===== src/rtl/text_ram_writer.sv =====
// Write-side agent for the shared text RAM: decodes a byte stream, keeps a cursor, writes during blanking.
// Optional build macro CLEAR_ON_RESET_EN: fill the whole RAM with FILL_CHAR after every reset.
module text_ram_writer #(
    parameter int         COL_BITS  = 5,
    parameter int         ROW_BITS  = 5,
    parameter logic [7:0] FILL_CHAR = 8'h20
) (
    input  logic                         clk,
    input  logic                         reset,
    input  logic [7:0]                   in_data,
    input  logic                         in_valid,
    output logic                         in_ready,
    input  logic                         blank,
    output logic [COL_BITS+ROW_BITS-1:0] ram_addr,
    output logic [7:0]                   ram_din,
    output logic                         ram_we,
    output logic [ROW_BITS-1:0]          cur_row,
    output logic [COL_BITS-1:0]          cur_col,
    output logic                         busy
);

    localparam int ADDR_W = COL_BITS + ROW_BITS;

    localparam logic [7:0] CH_BS = 8'h08;
    localparam logic [7:0] CH_LF = 8'h0A;
    localparam logic [7:0] CH_FF = 8'h0C;
    localparam logic [7:0] CH_CR = 8'h0D;

    typedef enum logic [1:0] {IDLE, WRITE, CLEAR} state_t;

`ifdef CLEAR_ON_RESET_EN
    localparam state_t RESET_STATE = CLEAR;
`else
    localparam state_t RESET_STATE = IDLE;
`endif

    state_t              state;
    state_t              state_next;
    logic                started;
    logic [ADDR_W-1:0]   addr_q;
    logic [ADDR_W-1:0]   clr_cnt;
    logic [7:0]          din_q;
    logic                accept;
    logic                clearing;

    // started is low during reset and for the first cycle after it, which silences
    // both the handshake and the write strobe without waiting for a clock edge.
    assign in_ready = started && (state == IDLE);
    assign accept   = in_valid && in_ready;
    assign clearing = started && (state == CLEAR);
    assign ram_we   = started && blank && ((state == WRITE) || (state == CLEAR));
    assign busy     = (state != IDLE);
    assign ram_addr = clearing ? clr_cnt : addr_q;
    assign ram_din  = clearing ? FILL_CHAR : din_q;

    always_ff @(posedge clk or posedge reset) begin
        if (reset) begin
            started <= 1'b0;
            state   <= RESET_STATE;
        end else begin
            started <= 1'b1;
            state   <= state_next;
        end
    end

    always_comb begin
        state_next = state;
        case (state)
            IDLE: begin
                if (accept) begin
                    if (in_data == CH_FF)
                        state_next = CLEAR;
                    else if ((in_data != CH_CR) && (in_data != CH_LF) && (in_data != CH_BS))
                        state_next = WRITE;
                end
            end
            WRITE: begin
                if (ram_we)
                    state_next = IDLE;
            end
            CLEAR: begin
                if (ram_we && (&clr_cnt))
                    state_next = IDLE;
            end
            default: state_next = IDLE;
        endcase
    end

    always_ff @(posedge clk or posedge reset) begin
        if (reset) begin
            cur_row <= '0;
            cur_col <= '0;
            addr_q  <= '0;
            din_q   <= '0;
            clr_cnt <= '0;
        end else begin
            case (state)
                IDLE: begin
                    if (accept) begin
                        case (in_data)
                            CH_CR: cur_col <= '0;
                            CH_LF: begin
                                cur_col <= '0;
                                cur_row <= cur_row + 1'b1;
                            end
                            CH_BS: begin
                                if (cur_col != '0)
                                    cur_col <= cur_col - 1'b1;
                            end
                            CH_FF: clr_cnt <= '0;
                            default: begin
                                din_q  <= in_data;
                                addr_q <= {cur_row, cur_col};
                            end
                        endcase
                    end
                end
                WRITE: begin
                    // Column and row wrap naturally at their power-of-two widths.
                    if (ram_we) begin
                        cur_col <= cur_col + 1'b1;
                        if (&cur_col)
                            cur_row <= cur_row + 1'b1;
                    end
                end
                CLEAR: begin
                    if (ram_we) begin
                        clr_cnt <= clr_cnt + 1'b1;
                        if (&clr_cnt) begin
                            cur_row <= '0;
                            cur_col <= '0;
                        end
                    end
                end
                default: ;
            endcase
        end
    end

endmodule


===== config.mk =====
export PLATFORM = sky130hd
export DESIGN_NAME = text_ram_writer
export DESIGN_NICKNAME = d
export VERILOG_FILES = /design/src/rtl/text_ram_writer.sv
export SDC_FILE = /design/constraint.sdc
export NUM_CORES = 1
export LEC_CHECK = 0
export CAP_MARGIN = 10
export CELL_PAD_IN_SITES_DETAIL_PLACEMENT = 0
export CELL_PAD_IN_SITES_GLOBAL_PLACEMENT = 1
export CORE_ASPECT_RATIO = 1.4
export CORE_MARGIN = 4
export CORE_UTILIZATION = 40
export DETAILED_ROUTE_END_ITERATION = 8
export GPL_TIMING_DRIVEN = 0
export PLACE_DENSITY_LB_ADDON = 0.1
export SYNTH_ARGS = -nofsm -noshare
export SYNTH_HDL_FRONTEND = slang
export SYNTH_SLANG_ARGS = --single-unit
export TNS_END_PERCENT = 100

===== constraint.sdc =====
create_clock -name clk -period 3.4 [get_ports clk]
set_clock_uncertainty 0.2 [all_clocks]
set_input_delay 0.68 -clock clk [delete_from_list [all_inputs] [get_ports clk]]
set_output_delay 0.68 -clock clk [all_outputs]
set_load 0.02 [all_outputs]

Word-level counts from Yosys, hierarchy flattened
Index checks and enable logic that the tools add are counted.
Word-level totals
  register bits: 41
  bits in latches: 0
  RAM bits: 0
  ROM bits: 0
  bits of input ports: 12
  output and inout port bits: 31
  word-level logic and storage cells: 79
  memories: 0
Operators by class
  add/subtract/negate cells: 4
  $mul: 0
  div/mod/pow operators: 0
  $lt $le $gt $ge: 0
  eq/ne operators: 20
  shifts and indexed selects: 0
  muxes and demuxes: 24
  bitwise gates (word level): 1
  reductions and logical operators: 23
Operator list (count)
  $mux 5: 9
  $mux 10: 4
  $eq 8x4->1 const B: 4
  $pmux 5 s3: 2
  $ne 8x4->1 const B: 3
  $pmux 10 s2: 1
  $reduce_and 7->1: 2
  $add 10x1->10 const B: 1
  $add 5x1->5 const B: 2
  $mux 2: 5
  $ne 2x1->1 const B: 5
  $pmux 5 s2: 1
  $reduce_and 10->1: 1
  $logic_and 1x1->1: 8
  $mux 8: 1
  $reduce_and 4->1: 2
  $ne 2x2->1 const B: 3
  $pmux 2 s3: 1
  $reduce_and 5->1: 1
  $reduce_bool 5->1: 1
  $sub 5x1->5 const B: 1
  $reduce_bool 2->1: 2
  $reduce_or 4->1: 1
  $ne 3x1->1 const B: 1
  10 further kinds: 10

Logic depth before layout (Yosys ltp)
  depth in word-level cells: 7
  gate-level depth with buffers: 9
  mapped depth without buffers: 7

Worst setup path after synthesis
No wires, ideal clock.
  path type: flip-flop to flip-flop
  start point: register state[1]
  end point: register addr_q[0]
  setup time: 0.125 ns
  arrival time: 2.269 ns
  required time: 3.075 ns
  setup slack: 0.807 ns
  stages on the path, launching flop included: 8
  path buffers: 1
  clock period less this slack: 2.593 ns
  cell sequence: dfrtp_1 inv_1 ha_1 and2_1 nand2_1 a31oi_1 buf_2 mux2_2
Between the ends
  word-level cells in the longest chain between the ends: 4
Ends and longest elaborated chain
  start: declaration: line 37  | state_t state;
  start signal: assignment: line 62  | state <= state_next;
  $logic_not 2->1: line 48  | assign in_ready = started && (state == IDLE);
  $logic_and 1x1->1: line 48
  via in_ready: line 12  | output logic in_ready,
  $logic_and 1x1->1: line 49  | assign accept = in_valid && in_ready;
  $reduce_and 3->1 (no source line)
  end signal: assignment: line 113  | addr_q <= {cur_row, cur_col};
  end: declaration: line 40  | logic [ADDR_W-1:0] addr_q;
The timed path passes the listed nets, and every way through them passes these cells.
A chain may end at the register's enable or synchronous reset.

Final worst setup path
  start point: register state[0]
  end point: output ram_addr[4]
Between the ends
  word-level cells in the longest chain between the ends: 3
Ends and longest elaborated chain
  $eq 2x2->1: line 50  | assign clearing = started && (state == CLEAR);
  $logic_and 1x1->1: line 50
  $mux 10: line 53  | assign ram_addr = clearing ? clr_cnt : addr_q;
  end: declaration: line 14  | output logic [COL_BITS+ROW_BITS-1:0] ram_addr,
No other way between the ends.

==> out/results.ini <==
[setup_path]
r2r_start=state[1]$_DFFE_PP0P_
setup.worst_path.start=state[0]$_DFFE_PP0P_
worstSetupEndpoint=ram_addr[4]
endpoint_kind=output port
rrSetupSlack_ps=430
arrival_ps=2320
r2r_cells=7
critPathRequiredTime_ps=2520
critPathKind=flip-flop to output port
cp_max_fo=17
cp-start-kind=flip-flop
r2r_end=addr_q[3]$_DFFE_PP0P_

[sta]
fmax_ghz=0.3122
min_period_ps=3203
finalSetupViolCount=0
timing.setup.tns_ps=0
rsz0062_at_grt=no
finalHoldViolations=0
tightest_slew_ps=1048
slew_headroom_pct=29.82
drv_slew=0
final.period_utilization_pct=94.20

[min_path]
worstHoldPathType=flip-flop to flip-flop

[global_routing]
grt_pass1_vias=1993
grt_max_degree=22
grt_pass1_wl_um=10210
grt_usage_pct=17.76
antenna_found_initial=0
grt_overflow=0

[floorplan]
dieHeight_um=99.89
start_util_pct=41.14
io_pins=43
rows=33
die_x_um=73.64
design.die.area_sq_um=7355
core_sq_um=5863

[place]
globalplace.congestion=0.8266
place_hpwl_um=4505
port_buffers=41
place_inst=355

[power_and_ir_drop]
ir_drop_uv=284.8
pwr_density_cell_nw_per_um2=714.0
p_leak_nw=1.290

[logic_synthesis]
synthArstFlopShare_pct=100.0
yosys.area.top_type=dfrtp_1
ys_warn_count=0
synthFlopType=dfrtp_1
synthTopCellsByArea=dfrtp_1 43%, mux2_2 12%, ha_1 5.2%
synth_nets=265
netlist.area_leader.share_pct=42.53
synth_edf_count=0
mappedNetlistArea_sq_um=2412
synthCells=243
seq_area_frac_synth_pct=42.53
synth.distinct_cells=51
synth-seq-cells=41
avgSynthCellArea_sq_um=9.927

[clock_network]
tritoncts=yes
cts_buffers=5
clock-root-buffer=clkbuf_8
cts_setup_buffers=0
h-tree-depth=2
cts.clk_slew.worst_paths_ps=80
cts_buffer_depth=2
cts.sinks=41
clkLatencyLatePin_ps=290

[layout]
fillers=563
nets=313
drive_gt1_share_pct=16.10
syn_to_final_growth_pct=25.36
n_antenna_cell=0
final_cells=362

[drt]
vias=2006
first_iter_violations=120
wl_per_cell_um=16.40
wl_um=5936
drt_pre_antenna_iters=4
drtAntennaViolNets=0
vias_per_cell=5.541
drc=0

[run_status]
status=finished, final reports clean

[flow_run]
maxCapViolations=0

[stage by stage]
| step | cell area [sq um] | setup WS [ps] | total power [mW] | hold slack, ps | utilization (%) |
|---|---|---|---|---|---|
| detailed placement | 2938 | -37.93 | 1.876 | 285.6 | 50.11 |
| finish | 3024 | 197.3 | 2.159 | 291.7 | 51.58 |
| floorplan | 2412 | 806.6 | 1.418 | 251.6 | - |
| global route | 3024 | 63.79 | 2.323 | 314.5 | 51.58 |
| global placement | 2910 | -13.16 | 1.863 | 272.4 | 49.64 |
| CTS | 3025 | 28.64 | 2.194 | 299.3 | 51.60 |
[cells in the mapped netlist (2+ instances only)]
master and number:
o21ai_0 17, or2_2 3, o41ai_1 2, nor2_1 7, mux2_2 26, buf_6 2
nand3_1 14, and3_1 2, dfrtp_1 41, nand4_1 3, and2_1 10, nand2_1 19
ha_1 10, nor4_1 2, clkbuf_1 6, a31oi_1 3, nor2b_1 3, nand2b_1 4
or4b_1 2, o22ai_1 2, inv_1 12, a21oi_1 11, nor3_1 4, o31ai_1 11
[layer usage]
layer / part of all wire [%] / up-vias / track usage (%)
li1: - / 985 / -
met1: 44 / 969 / 22.74
met2: 51 / 46 / 30.26
met3: 3.7 / 6 / 2.806
met4: 1.1 / 0 / 5.439
met5: 0 / - / 0
[area by class of cell]
cell class / count / area, sq um / area share (%)
buffer: 9 / 52.55 / 1.738
clock buffer: 6 / 72.57 / 2.400
clock inverter: 2 / 10.01 / 0.3310
inverter: 12 / 45.04 / 1.489
multi-input combinational: 180 / 1290 / 42.66
sequential: 41 / 1026 / 33.93
tap: 70 / 87.58 / 2.896
timing repair buffer: 42 / 440.4 / 14.56
[sequential cells by signal, indices dropped and copies added (netlist names)]
register  cells
clr_cnt      10
addr_q       10
cur_row       5
state         2
cur_col       5
started       1
din_q         8
[worst max-delay path, cell delays in order, from the launching register on]
cell	delay, ps
dfrtp_1	390
inv_1	90
ha_1	210
buf_6	130
nand2_2	280
mux2_2	390
clkdlybuf4s50_1	540
[placed cells by master, fill, tap and decap left out, types with 2 or more instances in the layout]
cell type / synthesis / layout
dfrtp_1: 41 / 41
clkdlybuf4s50_1: 0 / 40
mux2_2: 26 / 26
nand2_1: 19 / 18
o21ai_0: 17 / 17
nand3_1: 14 / 14
inv_1: 12 / 11
a21oi_1: 11 / 11
o31ai_1: 11 / 11
and2_1: 10 / 10
ha_1: 10 / 10
nor2_1: 7 / 7
clkbuf_8: 0 / 5
clkbuf_1: 6 / 4
nor3_1: 4 / 4
nand2b_1: 4 / 4
nand4_1: 3 / 3
or2_2: 3 / 3
nor2b_1: 3 / 3
a31oi_1: 3 / 3
buf_6: 2 / 2
nor4_1: 2 / 2
o22ai_1: 2 / 2
clkbuf_2: 0 / 2
or4b_1: 2 / 2
o41ai_1: 2 / 2
and3_1: 2 / 2
clkinv_2: 0 / 2
[power by group]
part,total (mW),internal [mW],switching (mW)
combinational,1.10,0.541,0.561
sequential,0.747,0.631,0.116
clock,0.310,0.142,0.168
[what timing repair did]
action / 4_1_cts / 5_1_grt
gates resized for setup: 3 / 3
pin swaps: 0 / 0
endpoints found under the setup margin: 10 / 4
hold buffers: 0 / 0
[worst min path at each step]
stage                                     from              endpoint  slack, ps  depth (start not counted)
final                     din_q[3]$_DFFE_PP0P_  din_q[3]$_DFFE_PP0P_        290                          1
after global placement    din_q[3]$_DFFE_PP0P_  din_q[3]$_DFFE_PP0P_        270                          1
after detailed placement  din_q[3]$_DFFE_PP0P_  din_q[3]$_DFFE_PP0P_        290                          1
after CTS                 din_q[3]$_DFFE_PP0P_  din_q[3]$_DFFE_PP0P_        300                          1
after floorplan           din_q[3]$_DFFE_PP0P_  din_q[3]$_DFFE_PP0P_        250                          1
after global routing      din_q[3]$_DFFE_PP0P_  din_q[3]$_DFFE_PP0P_        310                          1
[logic make-up after synthesis]
| family | Yosys count | share of synthesized area, % |
|---|---|---|
| AO/OA/AOI/OAI | 59 | 15.92 |
| adder cells (fa/ha/maj) | 10 | 5.187 |
| buffers and inverters | 22 | 4.097 |
| flip-flops | 41 | 42.53 |
| multiplexers | 26 | 12.14 |
| other | 1 | 0.1555 |
| AND/OR/NAND/NOR | 84 | 19.97 |
Note: power is estimated with default switching activity, not from simulation.
